==> src/rtl/cycle_sequencer.sv <==
// Multi-cycle fetch/decode/execute/memory/writeback sequencer.
// Issues one-cycle datapath strobes and memory handshakes per step.
module cycle_sequencer #(
    parameter int unsigned MEM_TIMEOUT = 15
) (
    input  logic        clk,
    input  logic        resetN,
    input  logic        run,
    input  logic [2:0]  opType,
    input  logic        memReadFlag,
    input  logic        memWriteFlag,
    input  logic        regWriteFlag,
    input  logic        zeroFlag,
    input  logic        imemReady,
    input  logic        dmemReady,
    output logic        imemReq,
    output logic        irWriteEnable,
    output logic        aluEnable,
    output logic        dmemReq,
    output logic        dmemWrite,
    output logic        regFileWriteEnable,
    output logic        pcWriteEnable,
    output logic        pcSelBranch,
    output logic        busy,
    output logic        fault,
    output logic [1:0]  faultCode,
    output logic [31:0] retiredCount,
    output logic [2:0]  state
);

    typedef enum logic [2:0] {
        IDLE      = 3'd0,
        FETCH     = 3'd1,
        DECODE    = 3'd2,
        EXECUTE   = 3'd3,
        MEMORY    = 3'd4,
        WRITEBACK = 3'd5,
        FAULT     = 3'd7
    } seqState_t;

    localparam logic [2:0] OP_D  = 3'd2;
    localparam logic [2:0] OP_B  = 3'd3;
    localparam logic [2:0] OP_CB = 3'd4;
    localparam logic [2:0] OP_IW = 3'd5;
    localparam logic [7:0] TIMEOUT = 8'(MEM_TIMEOUT);

    seqState_t  curState;
    logic [2:0] opReg;
    logic [7:0] waitCnt;
    logic       retire;

    assign state  = curState;
    assign busy   = (curState != IDLE) && (curState != FAULT);
    assign fault  = (curState == FAULT);
    // Every retire is marked by exactly one PC write.
    assign retire = pcWriteEnable;

    always_comb begin
        imemReq            = 1'b0;
        irWriteEnable      = 1'b0;
        aluEnable          = 1'b0;
        dmemReq            = 1'b0;
        dmemWrite          = 1'b0;
        regFileWriteEnable = 1'b0;
        pcWriteEnable      = 1'b0;
        pcSelBranch        = 1'b0;
        case (curState)
            FETCH: begin
                imemReq       = 1'b1;
                irWriteEnable = imemReady;
            end
            DECODE: begin
                pcWriteEnable = (opType == OP_B);
                pcSelBranch   = (opType == OP_B);
            end
            EXECUTE: begin
                aluEnable     = 1'b1;
                pcWriteEnable = (opReg == OP_CB);
                pcSelBranch   = (opReg == OP_CB) && zeroFlag;
            end
            MEMORY: begin
                dmemReq       = 1'b1;
                dmemWrite     = memWriteFlag;
                pcWriteEnable = dmemReady && !memReadFlag;
            end
            WRITEBACK: begin
                regFileWriteEnable = regWriteFlag;
                pcWriteEnable      = 1'b1;
            end
            default: ;
        endcase
    end

    always_ff @(posedge clk) begin
        if (!resetN) begin
            curState     <= IDLE;
            opReg        <= 3'd0;
            waitCnt      <= 8'd0;
            faultCode    <= 2'd0;
            retiredCount <= 32'd0;
        end else begin
            case (curState)
                IDLE: begin
                    if (run) begin
                        curState <= FETCH;
                        waitCnt  <= 8'd0;
                    end
                end
                FETCH: begin
                    if (imemReady) begin
                        curState <= DECODE;
                    end else if (waitCnt == TIMEOUT) begin
                        curState  <= FAULT;
                        faultCode <= 2'd2;
                    end else begin
                        waitCnt <= waitCnt + 8'd1;
                    end
                end
                DECODE: begin
                    opReg <= opType;
                    if (opType > OP_IW) begin
                        curState  <= FAULT;
                        faultCode <= 2'd1;
                    end else if (opType != OP_B) begin
                        curState <= EXECUTE;
                    end
                end
                EXECUTE: begin
                    if (opReg == OP_D) begin
                        curState <= MEMORY;
                        waitCnt  <= 8'd0;
                    end else if (opReg != OP_CB) begin
                        curState <= WRITEBACK;
                    end
                end
                MEMORY: begin
                    if (dmemReady) begin
                        if (memReadFlag) curState <= WRITEBACK;
                    end else if (waitCnt == TIMEOUT) begin
                        curState  <= FAULT;
                        faultCode <= 2'd3;
                    end else begin
                        waitCnt <= waitCnt + 8'd1;
                    end
                end
                WRITEBACK: ;
                FAULT: ;
                default: curState <= FAULT;
            endcase
            // Retire overrides the per-state next-state choice.
            if (retire) begin
                retiredCount <= retiredCount + 32'd1;
                curState     <= run ? FETCH : IDLE;
                waitCnt      <= 8'd0;
            end
        end
    end

endmodule

==> config.mk <==
export PLATFORM = sky130hd
export DESIGN_NAME = cycle_sequencer
export DESIGN_NICKNAME = d
export VERILOG_FILES = /design/src/rtl/cycle_sequencer.sv
export SDC_FILE = /design/constraint.sdc
export NUM_CORES = 1
export LEC_CHECK = 0
export BUFFER_PORTS_ARGS = -buffer_cell sky130_fd_sc_hd__clkbuf_2
export CORE_MARGIN = 2
export CORE_UTILIZATION = 35
export DETAILED_ROUTE_END_ITERATION = 8
export GPL_TIMING_DRIVEN = 1
export SETUP_SLACK_MARGIN = 0.5
export SLEW_MARGIN = 30
export SYNTH_ARGS = -nofsm -noshare
export SYNTH_HDL_FRONTEND = slang
export SYNTH_SLANG_ARGS = --single-unit
==> constraint.sdc <==
create_clock -name clk -period 2.73 [get_ports clk]
set_input_delay 0.273 -clock clk [delete_from_list [all_inputs] [get_ports clk]]
set_output_delay 0.273 -clock clk [all_outputs]
set_load 0.05 [all_outputs]
Yosys cells after proc, flatten, opt, wreduce, memory -nomap -nowiden
Cells that the tools add are included.
- add/subtract/negate cells: 2
- $lt $le $gt $ge: 1
- equality and inequality tests: 25
- mux-type cells: 32
- bitwise gates (word level): 1
- reduce and logical (&&, ||, !) cells: 13
- operators by type and width (cell ; number):
    $mux 8 ; 5
    $add 32x1->32 const B ; 1
    $pmux 8 s4 ; 1
    $mux 3 ; 10
    $pmux 3 s6 ; 1
    $ne 2x2->1 const B ; 7
    $eq 3x2->1 const B ; 4
    $eq 3x3->1 const B ; 4
    $ne 4x4->1 const B ; 3
    $mux 2 ; 5
    $reduce_and 5->1 ; 2
    $ne 3x3->1 const B ; 3
    $add 8x1->8 const B ; 1
    $eq 8x4->1 const B ; 1
    $mux 1 ; 7
    $pmux 2 s3 ; 1
    $reduce_and 6->1 ; 1
    $reduce_bool 3->1 ; 2
    $pmux 1 s4 ; 1
    $reduce_bool 4->1 ; 1
    $reduce_or 2->1 ; 2
    $eq 3x1->1 const B ; 1
    $gt 3x3->1 const B ; 1
    $logic_and 1x1->1 ; 3
    6 further kinds ; 6
- register bits: 48
- bits of input ports: 12
- output and inout bits: 47

Logic depth before layout (Yosys ltp)
Gate-level depths: netlist of run 1.
- depth in word-level cells: 5
- mapped depth: 8
- mapped depth without buffers: 7

Worst setup path before layout of run 1
No wires, ideal clock.
- kind: reg2reg
- start point: reg curState[0], in the netlist state[0]
- end point: reg waitCnt[1]
- library setup time: 0.122 ns
- arrival: 3.305 ns
- required time: 2.609 ns
- slack: -0.697 ns
- stages on the path, launching flop included: 8
- path buffers: 2
- period minus slack after synthesis: 3.427 ns
- path through: dfxtp_1 -> buf_2 -> nor4bb_1 -> a31oi_1 -> nand4_1 -> clkbuf_1 -> or3_1 -> a21oi_1
- word-level cells in the longest chain between the ends: 3
- RTL lines (element ; line ; source):
    start, declared ; 47 ; seqState_t curState;
    start signal, assigned ; 153 ; curState <= run ? FETCH : IDLE;
    $eq 3x3->1 (tied with other cells) ; 67, 102 ;
    $reduce_bool 4->1 (no line) (tied with other cells) ; n/a ;
    $reduce_and 5->1 (no line) / $reduce_or 2->1 (equally long branches) ; n/a ;
    end signal, assigned ; 116 ; waitCnt <= waitCnt + 8'd1;
    end signal, assigned ; 143 ; waitCnt <= waitCnt + 8'd1;
    end, declared ; 49 ; logic [7:0] waitCnt;
Several ways; a longest one is shown, not always the timed one.
A chain may end at the register's enable or synchronous reset.

Worst setup path in the final report of run 1
- start point: reg retiredCount[3]
- end point: reg retiredCount[31]
- word-level cells in the longest chain between the ends: 1
- RTL lines (element ; line ; source):
    start, declared ; 27 ; output logic [31:0] retiredCount,
    start signal, assigned ; 152 ; retiredCount <= retiredCount + 32'd1;
    $add 32x1->32 ; 152 ;
Every way passes these cells.

==> results of run 1 <==
[final cells by class]
cell class              count  area share, %
clock buffers               8          3.465
inverters                  10          1.238
flip-flops and latches     48          28.68
repair buffers             91          15.49
well taps                  99          3.501
multi-input cells         250          47.63
[power groups by stage]
stage / combinational [uW] / sequential [uW] / clock (uW)
2_1_floorplan: 615 / 854 / 0
3_3_place_gp: 789 / 857 / 0
3_5_place_dp: 795 / 861 / 0
4_1_cts: 821 / 837 / 555
5_1_grt: 1080 / 796 / 588
6_report: 1000 / 790 / 539
[worst register-to-register path, delay by kind of cell, from the launching register on]
kind             cells  cell delay (ps)
AO/OA/AOI/OAI        1              130
AND/OR/NAND/NOR      4             1580
flip-flops           1              400
[Yosys cell counts, drive strengths merged, types with 3 or more instances]
master,count
o31ai,16
clkbuf,13
nor3,3
a21oi,27
inv,9
nor2b,3
mux2i,6
nand2,24
buf,6
nor4,5
and4,3
nand3,18
or3,8
a2111oi,8
ha,3
and3,4
nand2b,5
o211ai,4
o21ai,8
nor2,32
nand4,10
xnor2,12
dfxtp,48
or4,17
o21a,4
[flip-flops by register name (all words and copies together), names as in the netlist]
register	cells
waitCnt	8
state	3
opReg	3
retiredCount	32
faultCode	2
[stage by stage]
stage,cell area [um2],hold slack [ps],power [uW],cells
final,3538,227.4,2329,506
after global routing,3538,229.2,2464,506
after CTS,3371,222.7,2213,487
after detailed placement,3168,471.4,1656,471
after global placement,3168,458.0,1646,471
after floorplan,2805,420.2,1470,326
[layer usage]
layer / track usage [%] / vias to the layer above
li1: - / 1390
met1: 22.64 / 1281
met2: 26.67 / 74
met3: 4.979 / 13
met4: 5.682 / 0
met5: 0 / -
[layout by cell type, fill, tap and decap left out, drive strengths merged, types with 4 or more instances in the layout]
cell type and instances:
a2111oi 8, a21oi 27, and3 4, buf 31
clkbuf 67, dfxtp 48, inv 8, mux2i 6
nand2 24, nand2b 5, nand3 18, nand4 10
nor2 32, nor4 5, o211ai 4, o21a 4
o21ai 8, o31ai 16, or3 9, or4 17
xnor2 12
[what timing repair did]
item	CTS	global route
gates cloned	0	2
gates resized for setup	4	8
pin swaps	5	5
endpoints found under the setup margin	23	17
setup buffers	8	17
[worst max-delay path by stage]
stage               startpoint          endpoint  slack [ps]  depth (start not counted)
2_1_floorplan         state[0]  retiredCount[20]         450                          8
3_3_place_gp   retiredCount[3]  retiredCount[31]         360                          5
3_5_place_dp          state[2]  retiredCount[26]         280                          6
4_1_cts               state[1]  retiredCount[31]         500                          7
5_1_grt        retiredCount[3]  retiredCount[31]         470                          5
6_report       retiredCount[3]  retiredCount[31]         560                          5
[cells by family (layout without fill, tap and decap cells)]
logic type	count (synthesis)	after routing	share of synthesized area [%]
compound gates	82	82	20.89
xor+xnor	14	14	4.621
flops	48	48	36.21
fa+ha+maj	3	3	1.415
simple gates	144	145	30.03
buf+inv	29	109	4.573
mux	6	6	2.263
==> key figures, run 1 <==
Yosys
  – Synth async-reset ratio: 0%
  – Primary FF master, synth: dfxtp_1
  – Netlist cell types: 54
  – Post-synth top area share: 36.21%
  – #FFs+latches synth: 48
  – Sequential element share of the synthesized area: 36.21%
  – Post-synth top area cell: dfxtp_1
  – Synthesized area per cell: 8.140 um2
  – Synth Net Count: 341
  – Mapped Cells: 326
  – Yosys warns: 0
  – Synth top area cells: dfxtp_1, a21oi_1, nor2_1
  – Mapped Area: 2654 um2
  – Number of synthesized flops with an enable pin: 0

Worst setup path
  – Slowest cell delay on critical path: 550 ps
  – Reg2reg start: retiredCount[3]
  – Arrival time at the worst endpoint: 2410 ps
  – CP top delay family: simple AND/OR/NAND/NOR gates
  – Startpoint types: flip-flop
  – Crit path cell chain: nand4_4, or4_4, or3_4, or4_1, a21oi_1
  – Reg2Reg Setup Slack: 560 ps
  – WP data required: 2970 ps
  – FF-to-FF path depth: 5
  – CP max-delay cell: or4_4
  – Reg-to-Reg End: retiredCount[31]
  – Crit Path Category: flip-flop to flip-flop
  – Critical path buffers and inverters: 0
  – Setup crit end kind: flip-flop
  – Worst Path Max Fanout: 7

GRT
  – Global route overflow: 0
  – Number of global-route vias before repair: 2383
  – First-pass GRT wire length: 11580 um
  – Total Routing Usage GR: 17.10%
  – Initial antenna violation count: 0
  – Largest net degree at the start of global routing: 20

Drt
  – DR WL/cell: 14.97 um
  – DRC: 0
  – Starting DRT DRC Count: 115
  – Max Used Layer: met4
  – TritonRoute pass-1 iters: 4
  – Total Wirelength: 7575 um
  – Total vias in the final route: 2758
  – Via density: 5.451
  – M1 WL: 3442 um
  – Final ANT Viol Nets: 0
  – DR WL met2: 3551 um
  – Met3 WL: 453 um

Clock tree
  – Worst-path clk slew: 80 ps
  – Worst-Skew Late Latency: 310 ps
  – Root Buffer Master: clkbuf_8
  – Sinks on Clock Net: 48
  – # H-tree levels: 2
  – CTS tree: built
  – CTS Buffer Depth: 2
  – TritonCTS Buffers: 5
  – Cts hold-fix bufs: 0

Power
  – Switching Share: 40.19%
  – Internal: 1393 uW
  – LEAKAGE: 0.001311 uW
  – PwrDens: 658.3 nW/um2
  – Sequential Power Share: 33.9%
  – Clk pwr share: 23.1%
  – Logic pwr share: 43.0%
  – Net load switching power: 936.2 uW
  – Worst vdd ir: 0.2094 mV

STA
  – Least-Margin Pin Slew: 632.6 ps
  – Minimum clock period: 2172 ps
  – F_max: 460.3 MHz
  – Final clock skew: 6.432 ps
  – Final Hold Fails: 0
  – RSZ-0062 raised after global routing: true
  – Worst slew margin: 57.82%
  – Final period utilization: 79.58%
  – Slew Limit Fails: 0
  – TNS Setup: 0 ps
  – Final Worst Setup Slack: 557.5 ps
  – Endpoints failing setup: 0

Die
  – Row Count: 31
  – Initial Util: 36.39%
  – IO Count: 59
  – Die X: 91.08 um
  – Height of the die: 91.08 um
  – Area of the core: 7292 um2
  – Die footprint: 8295 um2

Cells and area
  – Multi-input logic area: 1685 um2
  – Layout fillers: 756
  – Synth-to-Final Area Change: 33.33%
  – Register area: 1015 um2
  – Final Core Density: 48.52%
  – Fin nets: 421
  – Fraction of layout cells with a size suffix above 1: 34.15%
  – Antenna cells: 0

Worst hold path
  – Hold Crit Depth: 3
  – Worst Min Path Start: opType[0]
  – Hold Path Class: input port to flip-flop
  – Hold worst-path end: opReg[0]

Place
  – Setup WS pre-CTS: 277.5 ps
  – DP HPWL: 5129 um
  – Port bufs: 58
  – Routability Congestion: 0.8469

Status
  – Outcome: complete, no violations

Job
  – Max-Cap Viols: 0
Note: power is estimated with default switching activity, not from simulation.
==> run 2, diff against run 1 <==
clock period = 1.83 ns   (was 2.73 ns; I/O delays follow)
==> run 2 against run 1 <==
  * The run now ends with negative setup slack left
  * Worst setup slack worse by 870 ps
  * Critical path type unchanged
  * Register-to-register slack worse by 870 ps
  * Highest routed layer unchanged
  * Die area unchanged
  * Cell area up 33%
  * Routed wire length up 17%
  * Sequential power up 44%
  * Flip-flop and latch count unchanged
  * Count of clock-buffer cells in the layout down 3
  * Non-clock buffer count up 70
==> key figures, run 2 (synthesized netlist as in run 1, its figures left out) <==
STA
  – Final Worst Setup Slack: -308.4 ps (-865.9 ps)
  – F_max: 467.6 MHz (+1.6%)
  – RSZ-0062 raised after global routing: true
  – Worst slew margin: 68.07% (+10 points)
  – Endpoints failing setup: 43 (+43)
  – Final period utilization: 116.9% (+37 points)
  – Final Hold Fails: 0 (unchanged)
  – Final clock skew: 4.237 ps (-2.195 ps)
  – Slew Limit Fails: 0 (unchanged)
  – Least-Margin Pin Slew: 478.9 ps (-153.7 ps)
  – Minimum clock period: 2138 ps (-34.07 ps)

Die
  – Initial Util: 36.39% (unchanged)
  – Row Count: 31 (unchanged)
  – Area of the core: 7292 um2 (unchanged)
  – IO Count: 59 (unchanged)
  – Die X: 91.08 um (unchanged)
  – Height of the die: 91.08 um (unchanged)
  – Die footprint: 8295 um2 (unchanged)

Drt
  – DRC: 0 (unchanged)
  – TritonRoute pass-1 iters: 4 (unchanged)
  – DR WL/cell: 15.44 um (+3.2%)
  – Via density: 5.344 (-2.0%)
  – Total Wirelength: 8895 um (+17%)
  – Total vias in the final route: 3078 (+12%)
  – Starting DRT DRC Count: 92 (-20%)
  – Final ANT Viol Nets: 0 (unchanged)

Cells and area
  – Top reg by flops: retiredCount
  – Layout fillers: 630 (-17%)
  – Register area: 1016 um2 (+0.12%)
  – Final Core Density: 64.60% (+16 points)
  – Synth-to-Final Area Change: 77.51%
  – Commonest non-fill, non-tap cell in the layout: buf_4
  – Fin nets: 491 (+17%)
  – Fraction of layout cells with a size suffix above 1: 51.15% (+17 points)
  – Antenna cells: 0 (unchanged)
  – Multi-input logic area: 2036 um2 (+21%)
  – Max reg flops: 32 (unchanged)
  – Commonest cells after routing, fill and taps aside: buf_4, clkbuf_2, dfxtp_1, nor2_1, nand2_1
  – Final Non-Filler Cells: 576 (+14%)
  – Largest regs: retiredCount (32), waitCnt (8)

Place
  – Placed Cells: 548 (+16%)
  – Routability Congestion: 0.9071 (+7.1%)
  – Port bufs: 58 (unchanged)
  – DP HPWL: 6030 um (+18%)

Power
  – Power Total: 4303 uW (+85%)
  – PwrDens: 913.4 nW/um2 (+39%)
  – LEAKAGE: 0.001791 uW (+37%)
  – Worst vdd ir: 0.4109 mV (+96%)

Worst setup path
  – Setup crit start: state[1]
  – Arrival time at the worst endpoint: 2370 ps (-40 ps)
  – Crit Path Category: flip-flop to flip-flop
  – Critical path buffers and inverters: 3 (+3)
  – CP top delay family: simple AND/OR/NAND/NOR gates
  – CP max-delay cell: or4_1
  – Setup crit end kind: flip-flop
  – Startpoint types: flip-flop
  – Reg2reg start: state[1]
  – Reg2Reg Setup Slack: -310 ps (-870 ps)
  – WP data required: 2060 ps (-910 ps)
  – Reg-to-Reg End: retiredCount[19]
  – FF-to-FF path depth: 8 (+3)
  – Worst Path Max Fanout: 6 (-1)
  – Slowest cell delay on critical path: 440 ps (-110 ps)
  – Crit path cell chain: or3b_4, clkinvlp_4, a32o_2, buf_6, o211ai_1, buf_4, or4_1, a21oi_2

GRT
  – Largest net degree at the start of global routing: 25 (+25%)
  – Total Routing Usage GR: 20.84% (+3.7 points)
  – Number of global-route vias before repair: 2858 (+20%)
  – Global route overflow: 0 (unchanged)
  – First-pass GRT wire length: 14300 um (+23%)
  – Initial antenna violation count: 0 (unchanged)

Clock tree
  – # H-tree levels: 2 (unchanged)
  – CTS tree: built
  – Worst-Skew Late Latency: 300 ps (about the same)
  – TritonCTS Buffers: 5 (unchanged)
  – Worst-path clk slew: 90 ps (about the same)
  – CTS Buffer Depth: 2 (unchanged)
  – Root Buffer Master: clkbuf_8
  – Sinks on Clock Net: 48 (unchanged)

Worst hold path
  – Hold Path Class: input port to flip-flop
  – Hold worst-path end: opReg[0]
  – Worst Min Path Start: opType[0]
  – Hold Crit Depth: 3 (unchanged)

Job
  – Max-Cap Viols: 0 (unchanged)

Status
  – Violated checks: negative setup slack
  – Outcome: finished, violations left
-- run 2: how the worst max path moves through the flow --
stage | end | depth (start not counted)
global placement | retiredCount[31] | 5
CTS | retiredCount[31] | 5
global route | retiredCount[19] | 8
detailed placement | retiredCount[31] | 5
finish | retiredCount[19] | 8
floorplan | retiredCount[28] | 7
-- run 2: per-stage QoR --
step	setup slack, ps	instance area, um2	setup TNS, ps	hold slack, ps
after global placement	-383.1	3996	-5317	435.3
final	-308.4	4711	-7702	133.9
after CTS	-294.5	4597	-6990	132.8
after global routing	-394.7	4711	-10160	135.3
after floorplan	-405.1	3029	-12850	330.2
after detailed placement	-416.8	3996	-5909	450.1
-- run 2: what timing repair did --
item                       CTS  global route
gates cloned                 1             1
gates resized for setup     86            19
hold buffers                 0             0
setup endpoints to repair   60            59
setup buffers               12             6
hold endpoints to repair     0             0
pin swaps                   23            12
-- run 2: area by class of cell --
type,instances,share of cell area (%)
Tap cell,99,2.629
Inverter,10,0.9296
Multi-Input combinational cell,250,43.21
Clock inverter,3,0.2922
Clock buffer,5,1.461
Timing Repair Buffer,161,29.91
Sequential cell,48,21.57
-- run 2: where the power goes --
part           internal (uW)  leakage (uW)  switching (uW)
Sequential              1090      0.000399            42.6
Combinational           1240       0.00135            1310
Clock                    260     0.0000453             356
-- run 2: worst min-delay path, cell delays in order --
cell and delay (ps):
clkbuf_2 90, mux2i_1 60, nor2_1 70
-- run 2: per-layer routing --
metal  part of all wire (%)  global-route usage (%)  vias up
li1                       -                       -     1532
met1                     45                   27.46     1466
met2                     51                   35.93       71
met3                    3.4                   3.237        9
met4                    1.1                   4.545        0
met5                      0                       0        -
==> run 3, diff against run 2 <==
CAP_MARGIN = 10   (was not set)
RECOVER_POWER = 25   (was not set)
clock period = 1.8 ns   (was 1.83 ns; I/O delays follow)
==> run 3 against run 2 <==
  * The flow still finishes with violations (negative setup slack)
  * Total power increased by 18%
  * Sequential power about the same
  * Cell area increased by 11%
  * Die area unchanged
  * Register-to-register slack about the same
  * Clock skew increased by 2.4 ps
  * Cell count increased by 6.4%
  * First-iteration DRC count increased by 27%
  * Critical path depth decreased by 1
  * Worst setup slack got worse by 7.6 ps
  * Largest cell class unchanged
==> key figures, run 3 (synthesized netlist as in run 1, its figures left out) <==
GRT
  – Global route overflow: 0 (unchanged)
  – Number of global-route vias before repair: 3228 (+13%)
  – Initial antenna violation count: 0 (unchanged)
  – Total Routing Usage GR: 23.21% (+2.4 points)
  – First-pass GRT wire length: 15790 um (+10%)
  – Largest net degree at the start of global routing: 28 (+12%)

STA
  – Final Hold Fails: 0 (unchanged)
  – Worst slew margin: 59.45% (-8.6 points)
  – Final clock skew: 6.591 ps (+2.354 ps)
  – Slew Limit Fails: 0 (unchanged)
  – Final period utilization: 117.6% (+0.70 points)
  – Minimum clock period: 2116 ps (-22.42 ps)
  – RSZ-0062 raised after global routing: true
  – Endpoints failing setup: 50 (+16%)
  – Least-Margin Pin Slew: 610.8 ps (+131.9 ps)
  – Final Worst Setup Slack: -316.0 ps (-7.576 ps)
  – F_max: 472.6 MHz (+1.1%)

Cells and area
  – Fraction of layout cells with a size suffix above 1: 57.20% (+6.0 points)
  – Fin nets: 528 (+7.5%)
  – Max reg flops: 32 (unchanged)
  – Synth-to-Final Area Change: 96.51%
  – Post-route cell area: 5215 um2 (+11%)
  – Commonest non-fill, non-tap cell in the layout: buf_4
  – Largest regs: retiredCount (32), waitCnt (8)
  – Top reg by flops: retiredCount
  – Commonest cells after routing, fill and taps aside: buf_4, buf_6, clkbuf_2, dfxtp_1, nor2_1
  – Layout fillers: 533 (-15%)
  – Antenna cells: 0 (unchanged)

Job
  – Max-Cap Viols: 0 (unchanged)

Power
  – Power Total: 5093 uW (+18%)
  – LEAKAGE: 0.001992 uW (+11%)
  – Switching Share: 40.45% (+0.84 points)
  – Logic pwr share: 63.3% (+4.0 points)
  – Clk pwr share: 13.7% (-0.6 points)
  – Sequential Power Share: 23.0% (-3.4 points)
  – Internal: 3033 uW (+17%)
  – Net load switching power: 2060 uW (+21%)
  – Worst vdd ir: 0.4124 mV (+0.37%)
  – PwrDens: 976.5 nW/um2 (+6.9%)

Drt
  – Via density: 5.537 (+3.6%)
  – DRC: 0 (unchanged)
  – Starting DRT DRC Count: 117 (+27%)
  – Total vias in the final route: 3394 (+10%)
  – TritonRoute pass-1 iters: 4 (unchanged)
  – DR WL/cell: 18.08 um (+17%)
  – Final ANT Viol Nets: 0 (unchanged)
  – Total Wirelength: 11090 um (+25%)

Clock tree
  – Worst-Skew Late Latency: 310 ps (about the same)
  – Worst-path clk slew: 90 ps (about the same)
  – TritonCTS Buffers: 5 (unchanged)
  – # H-tree levels: 2 (unchanged)
  – Sinks on Clock Net: 48 (unchanged)
  – Root Buffer Master: clkbuf_8
  – CTS Buffer Depth: 2 (unchanged)
  – CTS tree: built
  – Cts hold-fix bufs: 0 (unchanged)

Die
  – Initial Util: 36.39% (unchanged)
  – Die footprint: 8295 um2 (unchanged)
  – Die X: 91.08 um (unchanged)
  – Row Count: 31 (unchanged)
  – Height of the die: 91.08 um (unchanged)
  – IO Count: 59 (unchanged)
  – Area of the core: 7292 um2 (unchanged)

Worst setup path
  – Crit Path Category: flip-flop to flip-flop
  – WP data required: 2040 ps (-20 ps)
  – Startpoint types: flip-flop
  – Reg2reg start: state[2]
  – Worst Path Max Fanout: 6 (unchanged)
  – Arrival time at the worst endpoint: 2360 ps (about the same)
  – Setup crit end kind: flip-flop
  – Setup crit start: state[2]

Status
  – Outcome: finished, violations left
  – Violated checks: negative setup slack

Place
  – Setup WS pre-CTS: -438.4 ps (-21.60 ps)
  – Routability Congestion: 0.8558 (-5.7%)
  – Port bufs: 58 (unchanged)
  – DP HPWL: 6127 um (+1.6%)
  – Placed inst area: 3904 um2 (-2.3%)

Worst hold path
  – Hold Path Class: input port to flip-flop
  – Worst Min Path Start: opType[0]
-- run 3: changes by cell type in the layout (fill, tap and decap cells not counted), moves of 3 or more --
cell,previous run,this run
buf_2,0,4
buf_4,75,80
buf_6,20,53
clkbuf_1,0,11
clkbuf_2,45,33
o31ai_1,15,11
or3_1,7,3
or3_4,2,6
or4_1,15,12
or4_4,2,5
-- run 3: critical path, stage by stage, from the launching register on --
cell        delay, ps
dfxtp_4           380
or3b_4            400
clkinvlp_4         90
a32o_2            230
o211ai_1          140
buf_6             170
or4_1             510
a21oi_1           130
-- run 3: worst paths after layout --
kind,cells past startpoint,to,slack (ps)
max,7,retiredCount[19],-320
min,3,opReg[0],160
max reg2reg,7,retiredCount[19],-320
min reg2reg,2,retiredCount[31],510
-- run 3: timing repair --
item | CTS | global route
endpoints found under the setup margin | 60 | 63
setup buffers | 26 | 23
cloned | 4 | 2
resized for setup | 120 | 56
pin swaps | 54 | 31
-- run 3: stage by stage --
step	instances	hold WS [ps]	TNS (ps)	utilization, %
6_report	613	155.8	-10140	71.52
3_5_place_dp	550	440.9	-8096	53.53
5_1_grt	613	191.7	-13410	71.52
4_1_cts	588	122.5	-6787	66.27
3_3_place_gp	550	440.0	-7608	53.53
2_1_floorplan	326	327.2	-14530	-
-- run 3: layout make-up --
| type | count | area (um2) | area share, % |
|---|---|---|---|
| well taps | 99 | 123.9 | 2.375 |
| clock buffers | 7 | 86.33 | 1.655 |
| multi-input cells | 251 | 2171 | 41.63 |
| flip-flops and latches | 48 | 1018 | 19.53 |
| inverters | 10 | 48.80 | 0.9357 |
| clock inverters | 1 | 6.256 | 0.1200 |
| repair buffers | 197 | 1760 | 33.76 |
-- run 3: metal layers --
metal	global-route usage [%]	part of all wire, %	vias to the layer above	routed length [um]
met5	0	0	-	0
met4	7.576	3.5	0	384
met3	3.983	4.1	36	449
met2	42.35	53	96	5873
met1	27.42	40	1650	4379
li1	-	-	1612	-
-- run 3: power by group through the flow --
stage / Combinational, uW / Clock (uW) / Sequential (uW)
2_1_floorplan: 1120 / 0 / 1300
3_3_place_gp: 1840 / 0 / 1170
3_5_place_dp: 1850 / 0 / 1180
4_1_cts: 2740 / 709 / 1160
5_1_grt: 3360 / 750 / 1170
6_report: 3220 / 699 / 1170
